==> src/rtl/retire_trace_unit.sv <==
// Retire trace unit: captures one record per retired instruction into a
// small FIFO and streams the records to an external checker over a
// valid/ready handshake. A halt retirement stops capture; once the queued
// records have drained the unit reports done until the next reset.
module retire_trace_unit #(
   parameter int DEPTH = 8
) (
   input  logic                     clk,
   input  logic                     rst,
   // Writeback (retire) port
   input  logic                     wb_valid,
   input  logic [31:0]              wb_pc,
   input  logic [31:0]              wb_instr,
   input  logic                     wb_rd_we,
   input  logic [4:0]               wb_rd,
   input  logic [31:0]              wb_rd_data,
   input  logic                     wb_mem_we,
   input  logic [31:0]              wb_mem_addr,
   input  logic [31:0]              wb_mem_data,
   input  logic                     wb_halt,
   // Trace stream to the checker
   output logic                     tr_valid,
   input  logic                     tr_ready,
   output logic [31:0]              tr_seq,
   output logic [31:0]              tr_pc,
   output logic [31:0]              tr_instr,
   output logic                     tr_rd_we,
   output logic [4:0]               tr_rd,
   output logic [31:0]              tr_rd_data,
   output logic                     tr_mem_we,
   output logic [31:0]              tr_mem_addr,
   output logic [31:0]              tr_mem_data,
   output logic                     tr_last,
   // Status
   output logic                     stall_req,
   output logic                     overflow,
   output logic                     done,
   output logic [$clog2(DEPTH):0]   count
);

   localparam int AW = $clog2(DEPTH);
   localparam int CW = AW + 1;
   localparam logic [CW-1:0] FULL_CNT  = CW'(DEPTH);
   localparam logic [CW-1:0] STALL_CNT = CW'(DEPTH - 2);

   typedef struct packed {
      logic [31:0] seq;
      logic [31:0] pc;
      logic [31:0] instr;
      logic        rd_we;
      logic [4:0]  rd;
      logic [31:0] rd_data;
      logic        mem_we;
      logic [31:0] mem_addr;
      logic [31:0] mem_data;
      logic        last;
   } rec_t;

   typedef enum logic [1:0] {
      RUN   = 2'd0,
      DRAIN = 2'd1,
      DONE  = 2'd2
   } state_t;

   state_t          state;
   logic            done_q;
   logic [AW-1:0]   wr_ptr;
   logic [AW-1:0]   rd_ptr;
   logic [CW-1:0]   count_q;
   logic [CW-1:0]   count_next;
   logic [31:0]     seq_q;
   logic            overflow_q;

   rec_t            mem [DEPTH];
   rec_t            wr_rec;
   rec_t            head_rec;

   logic            push_en;
   logic            full;
   logic            pop;
   logic            accept;
   logic            drop;

   // Handshake qualifiers. A push at full is still accepted when the head
   // leaves on the same edge, since the slot being freed is the one written.
   assign push_en = wb_valid && (state == RUN);
   assign full    = (count_q == FULL_CNT);
   assign pop     = tr_valid && tr_ready;
   assign accept  = push_en && (!full || pop);
   assign drop    = push_en && full && !pop;

   // Next occupancy from the push/pop combination.
   always_comb begin
      // NOTE: default assignment first so no path leaves count_next unassigned (no latch).
      count_next = count_q;
      unique case ({accept, pop})
         2'b10:   count_next = count_q + CW'(1);
         2'b01:   count_next = count_q - CW'(1);
         default: count_next = count_q;
      endcase
   end

   // Build the record to store; writes to x0 are architecturally invisible.
   always_comb begin
      wr_rec          = '0;
      wr_rec.seq      = seq_q;
      wr_rec.pc       = wb_pc;
      wr_rec.instr    = wb_instr;
      wr_rec.rd       = wb_rd;
      wr_rec.rd_we    = wb_rd_we && (wb_rd != 5'd0);
      wr_rec.rd_data  = (wb_rd == 5'd0) ? 32'd0 : wb_rd_data;
      wr_rec.mem_we   = wb_mem_we;
      wr_rec.mem_addr = wb_mem_addr;
      wr_rec.mem_data = wb_mem_data;
      wr_rec.last     = wb_halt;
   end

   // Record storage write port.
   // NOTE: storage is deliberately not reset; every read is qualified by tr_valid.
   always_ff @(posedge clk) begin
      if (accept) begin
         mem[wr_ptr] <= wr_rec;
      end
   end

   // Pointers, occupancy, retire counter and sticky overflow.
   always_ff @(posedge clk or posedge rst) begin
      // NOTE: sequential state uses non-blocking assignments so every register samples pre-edge values.
      if (rst) begin
         wr_ptr     <= '0;
         rd_ptr     <= '0;
         count_q    <= '0;
         seq_q      <= '0;
         overflow_q <= 1'b0;
      end else begin
         if (accept) begin
            wr_ptr <= wr_ptr + AW'(1);
         end
         if (pop) begin
            rd_ptr <= rd_ptr + AW'(1);
         end
         count_q <= count_next;
         // Dropped records still consume a sequence number.
         if (push_en) begin
            seq_q <= seq_q + 32'd1;
         end
         if (drop) begin
            overflow_q <= 1'b1;
         end
      end
   end

   // Capture state machine: RUN until halt retires, DRAIN until empty, then DONE.
   always_ff @(posedge clk or posedge rst) begin
      if (rst) begin
         state  <= RUN;
         done_q <= 1'b0;
      end else begin
         unique case (state)
            RUN: begin
               // Halt ends capture whether its record was stored or dropped.
               if (wb_valid && wb_halt) begin
                  state <= DRAIN;
               end
            end
            DRAIN: begin
               if (count_next == '0) begin
                  state  <= DONE;
                  done_q <= 1'b1;
               end
            end
            DONE: begin
               state  <= DONE;
            end
            default: begin
               state  <= RUN;
               done_q <= 1'b0;
            end
         endcase
      end
   end

   // Head of queue drives the trace record outputs.
   assign head_rec    = mem[rd_ptr];
   assign tr_valid    = (count_q != '0);
   assign tr_seq      = head_rec.seq;
   assign tr_pc       = head_rec.pc;
   assign tr_instr    = head_rec.instr;
   assign tr_rd_we    = head_rec.rd_we;
   assign tr_rd       = head_rec.rd;
   assign tr_rd_data  = head_rec.rd_data;
   assign tr_mem_we   = head_rec.mem_we;
   assign tr_mem_addr = head_rec.mem_addr;
   assign tr_mem_data = head_rec.mem_data;
   assign tr_last     = head_rec.last;

   // Stall two entries early so the CPU's one-cycle stall latency cannot overflow.
   assign stall_req   = (count_q >= STALL_CNT);
   assign overflow    = overflow_q;
   assign done        = done_q;
   assign count       = count_q;

endmodule

==> config.mk <==
export PLATFORM = sky130hd
export DESIGN_NAME = retire_trace_unit
export DESIGN_NICKNAME = d
export VERILOG_FILES = /design/src/rtl/retire_trace_unit.sv
export SDC_FILE = /design/constraint.sdc
export NUM_CORES = 1
export LEC_CHECK = 0
export ABC_AREA = 0
export CAP_MARGIN = 30
export CORE_MARGIN = 2
export CORE_UTILIZATION = 59
export CTS_CLUSTER_SIZE = 16
export DETAILED_ROUTE_END_ITERATION = 10
export PLACE_DENSITY = 0.88
export SLEW_MARGIN = 30
export SYNTH_ARGS = -nofsm -noshare
export SYNTH_HDL_FRONTEND = slang
export SYNTH_SLANG_ARGS = --single-unit
==> constraint.sdc <==
create_clock -name clk -period 17.82 [get_ports clk]
set_clock_uncertainty 0.2 [all_clocks]
set_input_delay 2.673 -clock clk [delete_from_list [all_inputs] [get_ports clk]]
set_output_delay 2.673 -clock clk [all_outputs]
set_load 0.05 [all_outputs]
-- After elaboration in Yosys (flattened, before gate mapping)
Memories as Yosys holds them, arrays and structs flattened.
Index checks and enable logic that the tools add are counted.
- $add $sub $neg: 5
- $lt $le $gt $ge: 1
- eq/ne operators: 7
- multiplexer cells: 9
- bitwise operators: 1
- reduce and logical (&&, ||, !) cells: 18
- operators by type and width (kind ; number):
    32-bit by 1-bit adder with 32-bit output, second input constant ; 1
    32-bit 2-to-1 mux ; 1
    4-bit case mux with 2 select lines ; 1
    1-bit logical AND ; 7
    3-bit by 1-bit adder with 3-bit output, second input constant ; 2
    2-bit case mux with 3 select lines ; 1
    5-bit zero test ; 1
    5-bit nonzero test ; 1
    4-bit by 1-bit adder with 4-bit output, second input constant ; 1
    2-bit by 1-bit equality test with 1-bit output, second input constant ; 2
    2-bit equality test, second input constant ; 2
    4-bit equality test, second input constant ; 1
    4-bit by 3-bit >= comparator with 1-bit output, second input constant ; 1
    4-bit zero test ; 1
    2-bit 2-to-1 mux ; 2
    2-bit AND reduction ; 2
    4-bit nonzero test ; 1
    4-bit by 1-bit subtractor with 4-bit output, second input constant ; 1
    1-bit 2-to-1 mux ; 3
    1-bit zero test ; 2
    2-bit zero test ; 1
    2-bit by 1-bit inequality test with 1-bit output, second input constant ; 1
    2-bit inequality test, second input constant ; 1
    1-bit case mux with 2 select lines ; 1
    other kinds (3) ; 3
- bits in registers: 46
- bits in writable memories: 1600
- output and inout bits: 208
- logic and storage cells: 49
- memories: 1
- memories (memory ; depth ; bits a word ; read ports ; clocked after memory_dff ; wr ports ; RTL line ; text):
    mem ; 8 ; 200 ; 1 ; 0 ; 1 ; 74 ; rec_t mem [DEPTH];

-- Depth between registers and ports, before layout
Gate-level depths: netlist (run 1).
- depth after elaboration: 9
- mapped depth: 13

-- Worst setup path before layout (run 1)
OpenSTA, ideal clock, no wires.
- path kind: input-to-reg
- from: in wb_valid
- to: mem mem[0][0] in the netlist's numbering, enable pin
- library setup time: 1005 ps
- data arrival time: 16651 ps
- required time: 16615 ps
- setup slack: -36 ps
- cell stages on the path: 4
- path buffers: 0
- cells stage by stage: and2_1 and2_1 nand2b_1 nor3_1
- longest elaborated chain between the ends: 4
- ends and longest elaborated chain (item ; RTL line ; text):
    from (decl) ; 11 ; input logic wb_valid,
    1-bit logical AND ; 86 ; assign push_en = wb_valid && (state == RUN);
    1-bit logical AND ; 89 ; assign accept = push_en && (!full || pop);
    1-bit 2-to-1 mux ; 121 ; if (accept) begin
    1-bit 2-to-1 mux (not written as such) ; 122 ; mem[wr_ptr] <= wr_rec;
    to (decl) ; 74 ;
Every way passes these cells.

-- Worst setup path in the final report (run 1)
- from: reg rd_ptr[0]
- to: out tr_mem_data[12]
- longest elaborated chain between the ends: 1
- ends and longest elaborated chain (item ; RTL line ; text):
    from (decl) ; 68 ; logic [AW-1:0] rd_ptr;
    from (signal assigned) ; 140 ; rd_ptr <= rd_ptr + AW'(1);
    memory read 8 x 200 bit ; - ;
    to (decl) ; 32 ; output logic [31:0] tr_mem_data,
Every way passes these cells.

==> results of run 1 <==
sequential cells by signal, indices dropped and copies added, names as in the netlist:
register  flops
mem        1600
seq_q        32
count         4
rd_ptr        3
wr_ptr        3
state         2
done          1
overflow      1
Yosys cell counts, types with 2 or more instances:
| cell | n |
|---|---|
| edfxtp_1 | 1600 |
| mux2_2 | 203 |
| buf_2 | 39 |
| mux2_1 | 2 |
| buf_6 | 2 |
| and3_1 | 3 |
| nor4_1 | 2 |
| nand4_1 | 10 |
| and2_1 | 2 |
| xnor2_1 | 27 |
| dfrtp_1 | 46 |
| or4_2 | 2 |
| nand2b_1 | 3 |
| or2_2 | 2 |
| inv_1 | 10 |
| nor2_1 | 19 |
| buf_1 | 6 |
| nand2_1 | 28 |
| clkbuf_1 | 70 |
| ha_1 | 10 |
| nor2b_1 | 34 |
| xor2_1 | 10 |
| nor3_1 | 4 |
| mux4_2 | 400 |
| nand3_1 | 9 |
| a21o_2 | 2 |
| nor4_2 | 2 |
| and4_1 | 3 |
power by group through the flow:
stage	Combinational [mW]	Clock [mW]	Sequential (mW)
5_1_grt	4.79	3.49	4.78
3_3_place_gp	4.47	0	4.81
2_1_floorplan	3.29	0	4.81
3_5_place_dp	4.57	0	4.85
4_1_cts	4.64	3.35	4.78
6_report	4.61	3.30	4.76
critical path: stages (launching register included):
cell             delay (ns)
dfrtp_4                0.88
buf_4                  0.78
buf_6                  0.68
buf_4                  0.70
mux4_2                 0.60
mux2_2                 0.29
clkdlybuf4s50_1        0.74
how the worst min path moves through the flow:
stage / start / end / slack [ns] / cells past startpoint
CTS: overflow / overflow / 0.33 / 1
finish: done / done / 0.31 / 1
floorplan: wr_ptr[0] / wr_ptr[0] / 0.29 / 2
global placement: done / done / 0.29 / 1
detailed placement: done / done / 0.31 / 1
global route: done / done / 0.34 / 1
routing by layer:
layer  GRT usage, %  part of all wire (%)  up-vias
met4          10.02                   3.4       12
met5              0                 0.047        -
met1          32.50                    36    15530
li1               -                     -    11880
met2          43.78                    53     1403
met3          5.131                   7.5      305
metrics by stage:
| stage | setup WS, ns | power, mW | hold WS, ns | cell area (µm²) |
|---|---|---|---|---|
| floorplan | 5.339 | 8.102 | 0.2868 | 62390 |
| global placement | 9.869 | 9.283 | 0.2916 | 67870 |
| detailed placement | 9.994 | 9.422 | 0.3106 | 68000 |
| CTS | 9.138 | 12.76 | 0.3272 | 73160 |
| global route | 8.924 | 13.07 | 0.3352 | 73230 |
| finish | 9.396 | 12.67 | 0.3147 | 73250 |
area by class of cell:
cell class / count / share of cell area, %
antenna: 13 / 0.04441
tap: 1391 / 2.376
timing repair buffer: 431 / 5.948
clock inverter: 94 / 1.288
clock buffer: 200 / 5.755
inverter: 10 / 0.05466
multi-input combinational: 796 / 17.35
sequential: 1646 / 67.18
logic make-up (layout without fill, tap and decap cells):
logic type | count (synthesis) | after routing
AO/OA/AOI/OAI | 12 | 12
buffers and inverters | 128 | 735
other | 0 | 13
XOR/XNOR | 37 | 37
multiplexers | 606 | 606
AND/OR/NAND/NOR | 131 | 131
flip-flops | 1646 | 1646
adder cells (fa/ha/maj) | 10 | 10
==> results.toml, run 1 <==
[synthesis]
synthCells = 2570
ys_ff_latch = 1646
async_reset_ff_share_pct = 2.795
synth_flop_cell = "edfxtp_1"
syn_avg_cell_area_um2 = 24.27
synth.yosys.warnings = 0
synth_compound_area_share_pct = 0.1986
synthSimpleGateAreaFrac_pct = 1.173
synth-edff-count = 1600
seq_area_frac_synth_pct = 78.87
yosysUniqueCellTypes = 48
synth_adder_area_share_pct = 0.2006
synth_top_family_by_area = "multiplexers"
synth.top_cell.area_share_pct = 77.02
muxShareOfSynthArea_pct = 18.16
synth_xor_area_share_pct = 0.5195
synth.largest_area_cell = "edfxtp_1"
synth_nets = 2752
syn_area_um2 = 62380
yosys-top-cells-area = "edfxtp_1 (77%), mux4_2 (14%), mux2_2 (3.7%)"

[detailed_routing]
wirelength_mm = 136.1
via_per_inst = 6.357
wl_per_cell_um = 29.72
vias = 29120
drtAntennaViolNets = 0
drt_iter0_drc = 3080
drt_drc_violations_left = 0
dr.pass1.iters = 6

[clock_tree]
cts.sinks = 1646
cts_htree_levels = 4
cts_buffers = 159
clock_path_buffers = 3
tritoncts = "done"
cts_setup_buffers = 0
cts_root_buf = "clkbuf_16"
cts_resized = 0
clkTransAtPathRegs_ns = 0.06
holdBufCountCts = 0
clk_latency_ns = 0.76

[power]
seq_power_share_pct = 37.6
leakage_nw = 22.94
power_frac_clock_pct = 26.0
p_switching_mw = 4.368
sw_frac_of_total_pct = 34.48
comb_power_share_pct = 36.4
ir_drop_uv = 185.1
internal-power_mw = 8.301
power_density_nw_per_um2 = 173.0

[floorplan]
fp-row-count = 119
ios = 380
core_area_um2 = 105100
design.die.area_um2 = 108300
initial_core_util_pct = 59.34
die_height_um = 329.2
die_w_um = 329.2

[final_layout]
fillers = 5893
multi_input_area_um2 = 12710
final_util_pct = 69.68
nets = 3226
final_cells = 4581
final_common_cell = "edfxtp_1"
layout_common_cells = "edfxtp_1 (1,600), mux4_2 (400), clkdlybuf4s50_1 (379)"
regArea_um2 = 49210
area_growth_pct = 17.43
layout-drive-gt1-share_pct = 28.67

[critical_path]
worstReg2RegStart = "state[1]"
start_kind = "flop"
crit_start = "rd_ptr[0]"
crit_fanout = 50
critPathCaptureType = "output pin"
crit_end = "tr_mem_data[12]"
critPathArrivalTime_ns = 5.55
r2r_slack_ns = 13.40
critPathKind = "flop to output pin"
required_ns = 14.95
r2r_end = "mem[6][43]"
r2r_cells = 8

[sta]
fin_setup_tns_ns = 0
period_needed_ns = 8.424
relSlewSlack_pct = 34.20
final_hold_viol_count = 0
rsz0062_at_grt = "false"
setup_viol = 0
fmax_mhz = 118.7
worst_slew_pin_slew_ns = 0.9870
final_max_slew_viol_count = 0
post-route-period-util_pct = 47.27

[global_route]
grt_max_degree = 110
grt_pass1_wl_mm = 201.5
antenna_found_initial = 15
grt_pass1_vias = 31380
grtUsageTotal_pct = 25.55
grt_overflow_total = 0

[place]
dp_hpwl_mm = 72.45
placed_cells = 4272
port_buffers = 379
gp_congestion = 0.7380

[job]
cap_violations = 0

[min_path]
hold_class = "flop to flop"

[run_status]
status = "completed"
No activity file was read; power rests on OpenSTA's default activity.
==> run 2: changes to the inputs <==
- clock period: 17.82 -> 8 ns (I/O delays scaled with it)
==> run 2 against run 1 <==
Net effect:
- worst setup slack worse by 7.1 ns
- combinational power rose by 120%
- core utilization down 0.064 points
- worst hold slack worse by 0.024 ns
- design area barely moved
- total power increased by 120%
- cell count down 0.57%
- die area stayed put
- critical endpoint is now tr_mem_data[17]
- largest cell class unchanged
==> results.toml, run 2 (synthesized netlist as in run 1, its figures left out) <==
[critical_path]
worstReg2RegStart = "state[0]"
path_buf_inv = 3
crit_fanout = 71
crit_chain = "buf_12 > buf_16 > mux4_2 > mux2_2 > clkdlybuf4s50_1"
critPathArrivalTime_ns = 4.32
critPathCaptureType = "output pin"
crit_start = "rd_ptr[0]"
required_ns = 6.60
cpLargestDelayFamily = "buffers and inverters"
start_kind = "flop"
crit_slowest_cell = "dfrtp_4"
cp_slowest_stage_delay_ns = 0.91
critPathKind = "flop to output pin"

[clock_tree]
cts_htree_levels = 4
cts_root_buf = "clkbuf_16"
clkTransAtPathRegs_ns = 0.06
clk_latency_ns = 0.78
cts_buffers = 158
clock_path_buffers = 3
cts_resized = 0
cts_setup_buffers = 0
holdBufCountCts = 0
tritoncts = "done"
cts.sinks = 1646

[detailed_routing]
dr.pass1.iters = 5
drt_iter0_drc = 3154
drt_drc_violations_left = 0
wl_per_cell_um = 30.74
drtAntennaViolNets = 0
vias = 28710
via_per_inst = 6.303
wirelength_mm = 140.0

[final_layout]
layout-drive-gt1-share_pct = 27.98
final_common_cell = "edfxtp_1"
nets = 3212
largest_reg_flops = 1600
final_util_pct = 69.62
final_cells = 4555
area_growth_pct = 17.32
largest_register = "mem"
layout_common_cells = "edfxtp_1 (1,600), mux4_2 (400), clkdlybuf4s50_1 (379)"
fillers = 5845

[global_route]
grt_max_degree = 147
grt_pass1_wl_mm = 203.4
grt_overflow_total = 0
grtUsageTotal_pct = 25.86
grt_pass1_vias = 30350
antenna_found_initial = 15

[floorplan]
core_area_um2 = 105100
initial_core_util_pct = 59.34
design.die.area_um2 = 108300
die_w_um = 329.2
ios = 380
fp-row-count = 119
die_height_um = 329.2

[sta]
period_needed_ns = 5.715
relSlewSlack_pct = 22.43
final_max_slew_viol_count = 0
rsz0062_at_grt = "false"
fmax_mhz = 175.0
post-route-period-util_pct = 71.44
worst_slew_pin_slew_ns = 1.164
setup_viol = 0
fin_setup_tns_ns = 0
final_hold_viol_count = 0

[job]
cap_violations = 0

[run_status]
status = "completed"

[place]
placed_cells = 4259
gp_congestion = 0.7247
port_buffers = 379
dp_hpwl_mm = 70.28

[min_path]
hold_class = "flop to flop"
hp-start = "overflow"

[power]
leakage_nw = 22.88
ir_drop_uv = 368.0
power_density_nw_per_um2 = 385.5
[run 2: cell count changes in the layout (fill, tap and decap cells not counted), sizes merged]
cell	previous run	this run
buf	52	39
clkinvlp	9	2
inv	23	18
clkinv	61	57
clkbuf	200	203
bufinv	11	12
diode	13	12
[run 2: worst paths after layout]
path | cells after the start | to | slack [ns]
worst max-delay path | 5 | tr_mem_data[17] | 2.28
worst min-delay path | 1 | overflow | 0.29
worst max register to register | 8 | mem[3][13] | 4.01
worst min register to register | 1 | overflow | 0.29
max in group asynchronous | 2 | rd_ptr[2] | 6.43
min in group asynchronous | 2 | overflow | 0.67
[run 2: through the flow]
step | setup slack [ns] | area [µm²] | power (mW) | hold WS [ns]
floorplan | -3.008 | 62390 | 18.04 | 0.2868
global placement | 3.190 | 67950 | 20.66 | 0.2841
detailed placement | 3.138 | 68050 | 20.97 | 0.2703
CTS | 2.250 | 73090 | 28.37 | 0.2906
global route | 2.043 | 73170 | 29.05 | 0.3362
finish | 2.285 | 73180 | 28.21 | 0.2911
[run 2: cell type report]
| type | instances | area, µm² | area share (%) |
|---|---|---|---|
| diodes | 12 | 30.03 | 0.04103 |
| clock buffers | 203 | 4174 | 5.704 |
| clock inverters | 79 | 870.8 | 1.190 |
| inverters | 10 | 40.04 | 0.05471 |
| multi-input cells | 796 | 12700 | 17.36 |
| flip-flops and latches | 1646 | 49210 | 67.24 |
| well taps | 1391 | 1740 | 2.378 |
| repair buffers | 418 | 4414 | 6.032 |
[run 2: power by group]
group / switching, mW / leakage (nW) / internal [mW] / total, mW
Combinational: 6.15 / 5.60 / 4.17 / 10.3
Clock: 3.18 / 2.45 / 4.11 / 7.29
Sequential: 0.420 / 14.8 / 10.2 / 10.6
Total: 9.74 / 22.9 / 18.5 / 28.2
[run 2: metal layers]
| layer | part of all wire [%] | vias to the layer above | track usage, % |
|---|---|---|---|
| met5 | 0.060 | - | 0 |
| met4 | 3.3 | 12 | 9.526 |
| met3 | 7.6 | 254 | 5.107 |
| met2 | 53 | 1446 | 44.56 |
| met1 | 36 | 15170 | 33.02 |
| li1 | - | 11830 | - |
==> run 3: changes to the inputs <==
- CORE_UTILIZATION: 59 -> 53
- PLACE_DENSITY: 0.88 -> 0.84
- clock period: 8 -> 4.9 ns (I/O delays scaled with it)
==> run 3 against run 2 <==
Net effect:
- clock power grew 65%
- critical path depth is 1 lower
- core utilization shrank 6.0 points
- sequential share of layout area shrank 0.86 points
- global-route usage fell by 3.8 points
- cell count up 4.6%
- sequential power is 62% higher
- critical endpoint is now tr_seq[16]
- largest power group unchanged
- highest routed layer unchanged
==> results.toml, run 3 (synthesized netlist as in run 1, its figures left out) <==
[detailed_routing]
vias = 28630
drt_drc_violations_left = 0
wl_per_cell_um = 27.62
via_per_inst = 6.009
dr.pass1.iters = 8
drt_iter0_drc = 2580
wirelength_mm = 131.6
drtAntennaViolNets = 0

[final_layout]
final_common_cell = "edfxtp_1"
final_cell_area_um2 = 74130
layout-drive-gt1-share_pct = 29.95
area_growth_pct = 18.84
layout_common_cells = "edfxtp_1 (1,600), mux4_2 (400), clkdlybuf4s50_1 (379)"
nets = 3277
final_util_pct = 63.62
largest_register = "mem"
largest_reg_flops = 1600

[critical_path]
start_kind = "flop"
critPathKind = "flop to output pin"
crit_fanout = 27
required_ns = 3.96
critPathArrivalTime_ns = 3.80
critPathCaptureType = "output pin"

[clock_tree]
cts_setup_buffers = 0
clkTransAtPathRegs_ns = 0.06
holdBufCountCts = 0
clock_path_buffers = 3
cts_buffers = 162
tritoncts = "done"
clk_latency_ns = 0.76
cts_resized = 0
cts_root_buf = "clkbuf_16"
cts.sinks = 1646
cts_htree_levels = 4

[floorplan]
die_w_um = 347.1
die_height_um = 347.1
core_area_um2 = 116500
initial_core_util_pct = 53.53
ios = 380
design.die.area_um2 = 120500
fp-row-count = 125

[sta]
relSlewSlack_pct = 40.07
final_hold_viol_count = 0
fmax_mhz = 211.4
final_max_slew_viol_count = 0
setup_viol = 0
period_needed_ns = 4.731
rsz0062_at_grt = "false"
worst_slew_pin_slew_ns = 0.8990
whs_ns = 0.2155
post-route-period-util_pct = 96.56

[power]
power_density_nw_per_um2 = 624.1
internal-power_mw = 30.47
sw_frac_of_total_pct = 34.15
p_switching_mw = 15.80
power_frac_clock_pct = 25.9
leakage_nw = 23.30
seq_power_share_pct = 37.3
ir_drop_uv = 837.2
comb_power_share_pct = 36.9

[place]
gp_congestion = 0.7552
dpl-instance-area_um2 = 68930
dp_hpwl_mm = 73.70
port_buffers = 379

[global_route]
antenna_found_initial = 16
grt_overflow_total = 0
grt_max_degree = 107
grt_pass1_vias = 31060
grtUsageTotal_pct = 22.07
grt_pass1_wl_mm = 195.8

[min_path]
hold_class = "primary input to asynchronous set/reset pin"

[job]
cap_violations = 0

[run_status]
status = "completed"
[run 3: cell count changes in the layout (fill, tap and decap cells not counted), sizes merged]
cell,previous run,this run
clkinv,57,65
buf,39,100
inv,18,24
bufinv,12,10
clkbuf,203,205
clkinvlp,2,4
[run 3: path summary, 6_finish.rpt]
kind	from	to	slack (ns)	depth (start not counted)
worst max-delay path	rd_ptr[0]	tr_seq[16]	0.17	4
worst min-delay path	rst	seq_q[0]	0.22	2
worst max register to register	count[0]	state[1]	1.06	9
worst min register to register	overflow	overflow	0.28	1
max in group asynchronous	rst	rd_ptr[0]	3.80	2
min in group clk	overflow	overflow	0.28	1
[run 3: per-stage QoR]
step / total power [mW] / std cells / setup WS (ns) / TNS [ns]
6_report: 46.26 / 4765 / 0.1688 / 0
5_1_grt: 47.85 / 4759 / 0.01934 / 0
4_1_cts: 46.72 / 4753 / 0.04584 / 0
3_5_place_dp: 34.61 / 4455 / 0.8907 / 0
3_3_place_gp: 34.33 / 4455 / 0.9264 / 0
2_1_floorplan: 29.31 / 2570 / -1.707 / -680.82
[run 3: metal layers]
metal  track usage [%]  vias up  share of wire [%]
met4             7.560       18                2.7
li1                  -    12000                  -
met3             5.266      235                7.7
met1             28.14    15220                 38
met5                 0        -              0.084
met2             37.44     1157                 52
[run 3: layout make-up]
type / instances / area, µm²
antenna: 12 / 30.03
clock buffer: 205 / 4285
clock inverter: 93 / 875.8
fill: 7163 / 42390
inverter: 10 / 40.04
multi-input combinational: 796 / 12740
sequential: 1646 / 49210
tap: 1524 / 1907
timing repair buffer: 479 / 5045
[run 3: power by group through the flow]
| stage | sequential, mW | clock (mW) | combinational, mW |
|---|---|---|---|
| after floorplan | 17.3 | 0 | 12.0 |
| after global placement | 17.4 | 0 | 16.9 |
| after detailed placement | 17.5 | 0 | 17.1 |
| after CTS | 17.3 | 12.2 | 17.3 |
| after global routing | 17.3 | 12.7 | 17.8 |
| final | 17.2 | 12.0 | 17.1 |
[run 3: worst max-delay path: stages (launching register included)]
cell             delay [ns]
dfrtp_4                0.90
buf_4                  0.48
mux4_2                 0.59
mux2_2                 0.28
clkdlybuf4s50_1        0.77
